`config.mk`:
```
export PLATFORM = sky130hd
export DESIGN_NAME = div_ctrl
export DESIGN_NICKNAME = d
export VERILOG_FILES = /design/src/rtl/div_ctrl_pkg.sv /design/src/rtl/div_step.sv /design/src/rtl/div_ctrl.sv
export SDC_FILE = /design/constraint.sdc
export NUM_CORES = 1
export LEC_CHECK = 0
export BUFFER_PORTS_ARGS = -buffer_cell sky130_fd_sc_hd__buf_2
export CORE_AREA = 2 2 149 151
export CTS_CLUSTER_SIZE = 20
export DETAILED_ROUTE_END_ITERATION = 8
export DIE_AREA = 0 0 151 153
export PLACE_DENSITY = 0.76
export SETUP_SLACK_MARGIN = 0.05
export SLEW_MARGIN = 40
export SYNTH_ARGS = -nofsm -noshare
export SYNTH_HDL_FRONTEND = slang
export SYNTH_SLANG_ARGS = --single-unit
```
`constraint.sdc`:
```
create_clock -name clk -period 12.05 [get_ports clk]
set_input_delay 2.41 -clock clk [delete_from_list [all_inputs] [get_ports clk]]
set_output_delay 2.41 -clock clk [all_outputs]
set_load 0.02 [all_outputs]
```
`src/rtl/div_ctrl_pkg.sv`:
```
// div_ctrl_pkg
// Shared definitions for the execute-stage iterative divider.
//   div_state_e   : sequencer states (idle, iterating, result presented)
//   DIV_ITER      : default operand width, which is also the iteration count
//   DIV_ZERO_QUO_BIT : bit replicated across the quotient on divide-by-zero
package div_ctrl_pkg;

  typedef enum logic [1:0] {
    DIV_IDLE = 2'd0,
    DIV_BUSY = 2'd1,
    DIV_DONE = 2'd2
  } div_state_e;

  // One restoring step per result bit, so the iteration count equals the width.
  localparam int DIV_ITER = 32;

  // Divide-by-zero yields an all-ones quotient; replicated to any width.
  localparam logic DIV_ZERO_QUO_BIT = 1'b1;

endpackage : div_ctrl_pkg

```
`src/rtl/div_step.sv`:
```
// div_step
// One combinational radix-2 restoring division step.
// Ports:
//   rem_i  : partial remainder entering the step (always < dvsr_i)
//   quo_i  : dividend bits still to be consumed (MSB first), with quotient
//            bits accumulating from the LSB end
//   dvsr_i : divisor magnitude
//   rem_o  : partial remainder after the step
//   quo_o  : shifted quotient register with the new quotient bit in the LSB
module div_step
  import div_ctrl_pkg::*;
#(
  parameter int WIDTH = DIV_ITER
) (
  input  logic [WIDTH-1:0] rem_i,
  input  logic [WIDTH-1:0] quo_i,
  input  logic [WIDTH-1:0] dvsr_i,
  output logic [WIDTH-1:0] rem_o,
  output logic [WIDTH-1:0] quo_o
);

  logic             carry;
  logic [WIDTH-1:0] rem_sh;
  logic [WIDTH-1:0] trial;
  logic             fits;

  // Shift {rem,quo} left by one. The bit shifted out of rem is an implicit
  // extra MSB of the shifted remainder; if it is set the divisor always fits.
  // When the divisor fits, the true difference is below the divisor, so the
  // modulo-2^WIDTH subtraction already gives the exact new remainder.
  always_comb begin
    carry  = rem_i[WIDTH-1];
    rem_sh = {rem_i[WIDTH-2:0], quo_i[WIDTH-1]};
    trial  = rem_sh - dvsr_i;
    fits   = carry | (rem_sh >= dvsr_i);
    rem_o  = fits ? trial : rem_sh;
    quo_o  = {quo_i[WIDTH-2:0], fits};
  end

endmodule : div_step

```
`src/rtl/div_ctrl.sv`:
```
// div_ctrl
// Sequencer for the iterative DIV/DIVU unit in the execute stage. Accepts the
// operands of a divide in E, runs WIDTH restoring steps on the magnitudes,
// applies sign correction and presents HI/LO for one cycle with doneE.
// Ports:
//   clk, rst    : rising-edge clock, synchronous active-high reset
//   startE      : valid DIV/DIVU in E (held while E is stalled)
//   signedE     : 1 = DIV (two's complement), 0 = DIVU
//   aE, bE      : dividend / divisor after forwarding
//   annulE      : exception flush of E, aborts any divide in flight
//   stall_divE  : combinational stall request to the hazard unit
//   hiE, loE    : remainder / quotient, qualified by doneE
//   doneE       : result valid; the instruction leaves E at the next edge
module div_ctrl
  import div_ctrl_pkg::*;
#(
  parameter int WIDTH = DIV_ITER
) (
  input  logic             clk,
  input  logic             rst,
  input  logic             startE,
  input  logic             signedE,
  input  logic [WIDTH-1:0] aE,
  input  logic [WIDTH-1:0] bE,
  input  logic             annulE,
  output logic             stall_divE,
  output logic [WIDTH-1:0] hiE,
  output logic [WIDTH-1:0] loE,
  output logic             doneE
);

  localparam int CW = (WIDTH > 1) ? $clog2(WIDTH) : 1;
  localparam logic [CW-1:0] LAST_STEP = CW'(WIDTH - 1);

  div_state_e       state_q, state_d;
  logic [CW-1:0]    count_q, count_d;
  logic [WIDTH-1:0] rem_q, rem_d;
  logic [WIDTH-1:0] quo_q, quo_d;
  logic [WIDTH-1:0] dvsr_q, dvsr_d;
  logic [WIDTH-1:0] hi_q, hi_d;
  logic [WIDTH-1:0] lo_q, lo_d;
  logic             q_neg_q, q_neg_d;
  logic             r_neg_q, r_neg_d;

  logic             a_neg;
  logic             b_neg;
  logic [WIDTH-1:0] a_mag;
  logic [WIDTH-1:0] b_mag;
  logic [WIDTH-1:0] step_rem;
  logic [WIDTH-1:0] step_quo;

  // Operand magnitudes. The most negative value maps onto itself, which read
  // as unsigned is exactly its magnitude, so the overflow case 0x80000000/-1
  // produces 0x80000000 without any special handling.
  always_comb begin
    a_neg = signedE & aE[WIDTH-1];
    b_neg = signedE & bE[WIDTH-1];
    a_mag = a_neg ? -aE : aE;
    b_mag = b_neg ? -bE : bE;
  end

  div_step #(
    .WIDTH (WIDTH)
  ) u_step (
    .rem_i  (rem_q),
    .quo_i  (quo_q),
    .dvsr_i (dvsr_q),
    .rem_o  (step_rem),
    .quo_o  (step_quo)
  );

  // The stall must be visible in the same cycle the divide arrives in E, and
  // must drop as soon as a flush is seen, so it is purely combinational.
  assign stall_divE = startE & ~annulE & (state_q != DIV_DONE);
  assign doneE      = (state_q == DIV_DONE);
  assign hiE        = hi_q;
  assign loE        = lo_q;

  // Next-state and datapath logic. Result registers are only written when a
  // divide completes, so an aborted operation leaves the previous result in
  // place and nothing but doneE marks the outputs as fresh.
  always_comb begin
    state_d = state_q;
    count_d = count_q;
    rem_d   = rem_q;
    quo_d   = quo_q;
    dvsr_d  = dvsr_q;
    hi_d    = hi_q;
    lo_d    = lo_q;
    q_neg_d = q_neg_q;
    r_neg_d = r_neg_q;

    unique case (state_q)
      DIV_IDLE: begin
        if (startE && !annulE) begin
          if (bE == '0) begin
            // Divide-by-zero skips the iteration entirely; the remainder is
            // the raw dividend, not its magnitude.
            hi_d    = aE;
            lo_d    = {WIDTH{DIV_ZERO_QUO_BIT}};
            state_d = DIV_DONE;
          end else begin
            quo_d   = a_mag;
            dvsr_d  = b_mag;
            rem_d   = '0;
            q_neg_d = a_neg ^ b_neg;
            r_neg_d = a_neg;
            count_d = '0;
            state_d = DIV_BUSY;
          end
        end
      end

      DIV_BUSY: begin
        if (annulE || !startE) begin
          state_d = DIV_IDLE;
        end else begin
          rem_d   = step_rem;
          quo_d   = step_quo;
          count_d = count_q + CW'(1);
          if (count_q == LAST_STEP) begin
            // Final step: the quotient takes the XOR of operand signs, the
            // remainder the sign of the dividend.
            lo_d    = q_neg_q ? -step_quo : step_quo;
            hi_d    = r_neg_q ? -step_rem : step_rem;
            count_d = '0;
            state_d = DIV_DONE;
          end
        end
      end

      DIV_DONE: begin
        state_d = DIV_IDLE;
      end

      default: begin
        state_d = DIV_IDLE;
      end
    endcase
  end

  // State and datapath registers with synchronous reset.
  always_ff @(posedge clk) begin
    if (rst) begin
      state_q <= DIV_IDLE;
      count_q <= '0;
      rem_q   <= '0;
      quo_q   <= '0;
      dvsr_q  <= '0;
      hi_q    <= '0;
      lo_q    <= '0;
      q_neg_q <= 1'b0;
      r_neg_q <= 1'b0;
    end else begin
      state_q <= state_d;
      count_q <= count_d;
      rem_q   <= rem_d;
      quo_q   <= quo_d;
      dvsr_q  <= dvsr_d;
      hi_q    <= hi_d;
      lo_q    <= lo_d;
      q_neg_q <= q_neg_d;
      r_neg_q <= r_neg_d;
    end
  end

endmodule : div_ctrl

```
==> impl_summary.log <==
INFO  metric switching_share = 33.1%
INFO  metric placed_area = 12700 sq um
INFO  metric post_cts.repair.setup_buffers = 0
INFO  metric yosysWarnings = 0
INFO  metric hold_ws = 470 ps
INFO  metric clkTransAtPathRegs = 80 ps
INFO  metric design_power_total = between 0.001 and 0.0015 W
INFO  metric setup_violations = 0
INFO  metric antenna_found_initial = 1
INFO  metric synth_fp_nets = 1720
INFO  metric port_buffers = between 100 and 150
INFO  metric number_of_ports_placed_on_the_die_boundary = approximately 140
INFO  metric power.internal = 0.000961 W
INFO  metric remaining_drc_errors = 0
INFO  metric critPathCaptureType = flop
INFO  metric die_area = 23100 sq um
INFO  metric ys_seq_area_share = around 28%
INFO  metric die_w = between 150 and 200 um
INFO  metric syn2layout_area_growth = 11.6%
INFO  metric place.gp.congestion = approximately 0.9
INFO  metric clk-insertion-delay-late = 450 ps
INFO  metric final_period_minus_worst_setup_slack = 6930 ps
INFO  metric wl_per_cell = 17.7 um
INFO  metric tritoncts = built
INFO  metric ctsRootBufferMaster = sky130_fd_sc_hd__clkbuf_16
INFO  metric synthesis.area = 11900 sq um
INFO  metric synth.top_cells.by_area = sky130_fd_sc_hd__dfxtp_1 (28%), sky130_fd_sc_hd__nor2_1 (8.0%), sky130_fd_sc_hd__nand2_1 (5.3%)
INFO  metric critical_path.max_fanout = 20
INFO  metric outcome = finished clean
INFO  metric synth_top_flop_cell = sky130_fd_sc_hd__dfxtp_1
INFO  metric relSlewSlack = between 40% and 50%
INFO  metric synth_area_leader_cell = sky130_fd_sc_hd__dfxtp_1
INFO  metric final_max_slew_viol_count = 0
INFO  metric cts_hold_buffers = 0
INFO  metric ratio_of_cells_with_drive_above_1_in_the_final_layout = 12.6%
INFO  metric hold_path_class = flop to flop
INFO  metric switching_pwr = 0.000475 W
INFO  metric grt_setup_unrepaired = no
INFO  metric power.share.clock = 38.8%
INFO  metric postSynthAreaPerCell = 7.37 sq um
INFO  metric p_comb_share = between 20 and 25%
INFO  metric power_density_over_cell_area = 108 nW/um^2
INFO  metric grt_remaining_overflow = 0
INFO  metric tritoncts_num_sinks = 169
INFO  metric placement_rows = between 50 and 60
INFO  metric cellLeakagePower = roughly 5.3 nW
INFO  metric via_count = 12200
INFO  metric worstPathRequired = 12420 ps
INFO  metric filler_cell_count = 2014
INFO  metric timing.setup.tns = 0 ps
INFO  metric cts_resized = 0
INFO  metric die_h = about 150 um
INFO  metric total_routing_resource_utilization_after_global_routing = 30.0%
INFO  metric worst-slew-pin-transition = 799 ps
INFO  metric finish.instance_area = 13300 sq um
INFO  metric sequentialPowerShare = between 40% and 50%
INFO  metric clock_path_buffers = 2
INFO  metric synth-async-reset-ratio = 0%
INFO  metric reg2reg_path_depth = 22
INFO  metric synth.lib_cells_used.distinct = 72
INFO  metric drt-initial-drc-count = 1003
INFO  metric nNetsFinal = 1788
INFO  metric dr.pass1.iters = 5
INFO  metric synth_largest_type_area_fraction = about 28%
INFO  metric hpwl = between 20000 and 30000 um
INFO  metric clock-skew-final = approximately 13 ps
INFO  metric cts_buffers = 17
INFO  metric worst_hold_path_cell_count = 2
INFO  metric vdd_ir_drop_max = ~0.000096 V
INFO  metric placeableCoreArea = roughly 21000 sq um
INFO  metric cap_viol_max_count = 0
INFO  metric max_fclk = 144 MHz
INFO  metric initial_core_util = 55.3%
INFO  metric ys_ff_latch = 169
INFO  metric wire_length_of_the_first_global_routing_pass = 56300 um
INFO  metric routed_via_density = 6.17
INFO  metric final_util = 61.8%
INFO  metric cts.htree.levels = 4
INFO  metric cp_data_arrival_time = 7300 ps
INFO  metric synth_cells = 1612
INFO  metric fin_crit_sh = 57.5%
INFO  metric worst_setup_path_start_kind = primary input
INFO  metric grt_max_degree = 96
INFO  metric timing.final.hold_violations = 0
INFO  metric crit_type = primary input to flop
INFO  metric postRouteAntennaNets = 0
INFO  metric grt_pass1_vias = 11200
INFO  metric post_synth_edffs = 0
INFO  metric routed_wirelength = 34900 um
-- power by group through the flow --
stage	sequential [W]	clock, W	combinational (W)
4_1_cts	0.000586	0.000559	0.000288
5_1_grt	0.000588	0.000584	0.000324
3_3_place_gp	0.000598	0	0.000281
6_report	0.000586	0.000557	0.000293
2_1_floorplan	0.000595	0	0.000210
3_5_place_dp	0.000599	0	0.000286
-- layout by cell type, fill, tap and decap left out, types with 12 or more instances in the layout --
master                      instances
sky130_fd_sc_hd__nor3_1            40
sky130_fd_sc_hd__ha_1              38
sky130_fd_sc_hd__o31ai_1           22
sky130_fd_sc_hd__a311oi_1          21
sky130_fd_sc_hd__inv_1             51
sky130_fd_sc_hd__nand2_1          168
sky130_fd_sc_hd__a21oi_1          124
sky130_fd_sc_hd__nor4_1            15
sky130_fd_sc_hd__nand2b_1          19
sky130_fd_sc_hd__mux2i_1           17
sky130_fd_sc_hd__xor2_1            65
sky130_fd_sc_hd__xnor2_1           67
sky130_fd_sc_hd__and3_1            15
sky130_fd_sc_hd__a21o_1            14
sky130_fd_sc_hd__buf_4             12
sky130_fd_sc_hd__clkbuf_16         17
sky130_fd_sc_hd__nor2_1           251
sky130_fd_sc_hd__dfxtp_1          169
sky130_fd_sc_hd__nand3_1           26
sky130_fd_sc_hd__o21ai_0           75
sky130_fd_sc_hd__buf_2            133
sky130_fd_sc_hd__o41ai_1           14
sky130_fd_sc_hd__or4_1             17
sky130_fd_sc_hd__o211ai_1          22
sky130_fd_sc_hd__a22oi_1           27
sky130_fd_sc_hd__a211oi_1          81
-- metal layers --
| layer | global-route usage [%] | up-vias | routed length [um] |
|---|---|---|---|
| li1 | - | 5975 | - |
| met1 | 41.1 | 5633 | 15200 |
| met2 | 47.2 | 493 | 15900 |
| met3 | 4.69 | 75 | 2650 |
| met4 | 12.3 | 0 | 1110 |
| met5 | 0 | - | 0 |
-- synthesized netlist by cell type, types with 5 or more instances --
cell,instances
sky130_fd_sc_hd__o31ai_1,22
sky130_fd_sc_hd__nand3b_1,5
sky130_fd_sc_hd__or3_1,11
sky130_fd_sc_hd__and3_1,15
sky130_fd_sc_hd__nor3_1,41
sky130_fd_sc_hd__nor2b_1,9
sky130_fd_sc_hd__a21o_1,14
sky130_fd_sc_hd__o41ai_1,14
sky130_fd_sc_hd__a22oi_1,27
sky130_fd_sc_hd__xor2_1,65
sky130_fd_sc_hd__a31oi_1,9
sky130_fd_sc_hd__clkbuf_1,91
sky130_fd_sc_hd__nand2_1,168
sky130_fd_sc_hd__nand3_1,26
sky130_fd_sc_hd__nand2b_1,21
sky130_fd_sc_hd__mux2i_1,17
sky130_fd_sc_hd__inv_1,51
sky130_fd_sc_hd__nand4_1,11
sky130_fd_sc_hd__a211oi_1,81
sky130_fd_sc_hd__o21a_1,6
sky130_fd_sc_hd__xnor2_1,67
sky130_fd_sc_hd__nor2_1,253
sky130_fd_sc_hd__nor3b_1,5
sky130_fd_sc_hd__o211ai_1,22
sky130_fd_sc_hd__a21oi_1,124
sky130_fd_sc_hd__o21ai_0,75
sky130_fd_sc_hd__o22ai_1,8
sky130_fd_sc_hd__or4_1,17
sky130_fd_sc_hd__dfxtp_1,169
sky130_fd_sc_hd__nor4_1,16
sky130_fd_sc_hd__ha_1,38
sky130_fd_sc_hd__a311oi_1,21
sky130_fd_sc_hd__or2_2,6
sky130_fd_sc_hd__and2_1,7
sky130_fd_sc_hd__mux2_2,6
-- flip-flops by register name, summed over array words and instances, names as in the netlist --
signal	count
count_q	5
dvsr_q	32
hiE	32
loE	32
q_neg_q	1
quo_q	32
r_neg_q	1
rem_q	32
state_q	2
-- worst max-delay path, stage by stage --
cell and delay [ps]:
sky130_fd_sc_hd__buf_2 130, sky130_fd_sc_hd__or4_1 600, sky130_fd_sc_hd__nor4_2 510, sky130_fd_sc_hd__nand4_1 510, sky130_fd_sc_hd__o41ai_1 690, sky130_fd_sc_hd__nand2_1 650, sky130_fd_sc_hd__nor2_2 830, sky130_fd_sc_hd__buf_4 360
sky130_fd_sc_hd__nand2_1 120, sky130_fd_sc_hd__or3_1 370, sky130_fd_sc_hd__a31oi_1 120
-- per-stage QoR --
step	setup slack [ps]	instances
finish	5120	1974
global route	4820	1974
CTS	4880	1973
detailed placement	4430	1941
global placement	4630	1941
floorplan	6260	1612
-- area by class of cell --
class,instances,area [sq um],area share [%]
Multi-Input combinational cell,1291,7940,59.9
Clock inverter,14,153,1.15
Tap cell,280,350,2.64
Antenna cell,1,2.50,0.0189
Inverter,52,195,1.47
Sequential cell,169,3380,25.5
Timing Repair Buffer,149,801,6.04
Clock buffer,18,439,3.31
-- cell families (layout without fill, tap and decap cells) --
| logic type | count (synthesis) | in the layout | synth area share [%] |
|---|---|---|---|
| simple gates | 626 | 626 | 24.2 |
| flops | 169 | 169 | 28.5 |
| mux | 23 | 23 | 2.00 |
| fa+ha+maj | 39 | 39 | 4.17 |
| compound gates | 471 | 471 | 26.5 |
| buf+inv | 152 | 233 | 4.91 |
| xor+xnor | 132 | 132 | 9.73 |
| other cells | 0 | 1 | 0 |
-- path summary, 6_finish.rpt --
check | start | endpoint | slack, ps
setup / recovery | bE[2] | hiE[26] | 5120
hold / removal | count_q[4] | count_q[4] | 470
setup reg to reg | quo_q[31] | hiE[24] | 5450
hold reg to reg | count_q[4] | count_q[4] | 470
Power figures use the tool's default switching activity.
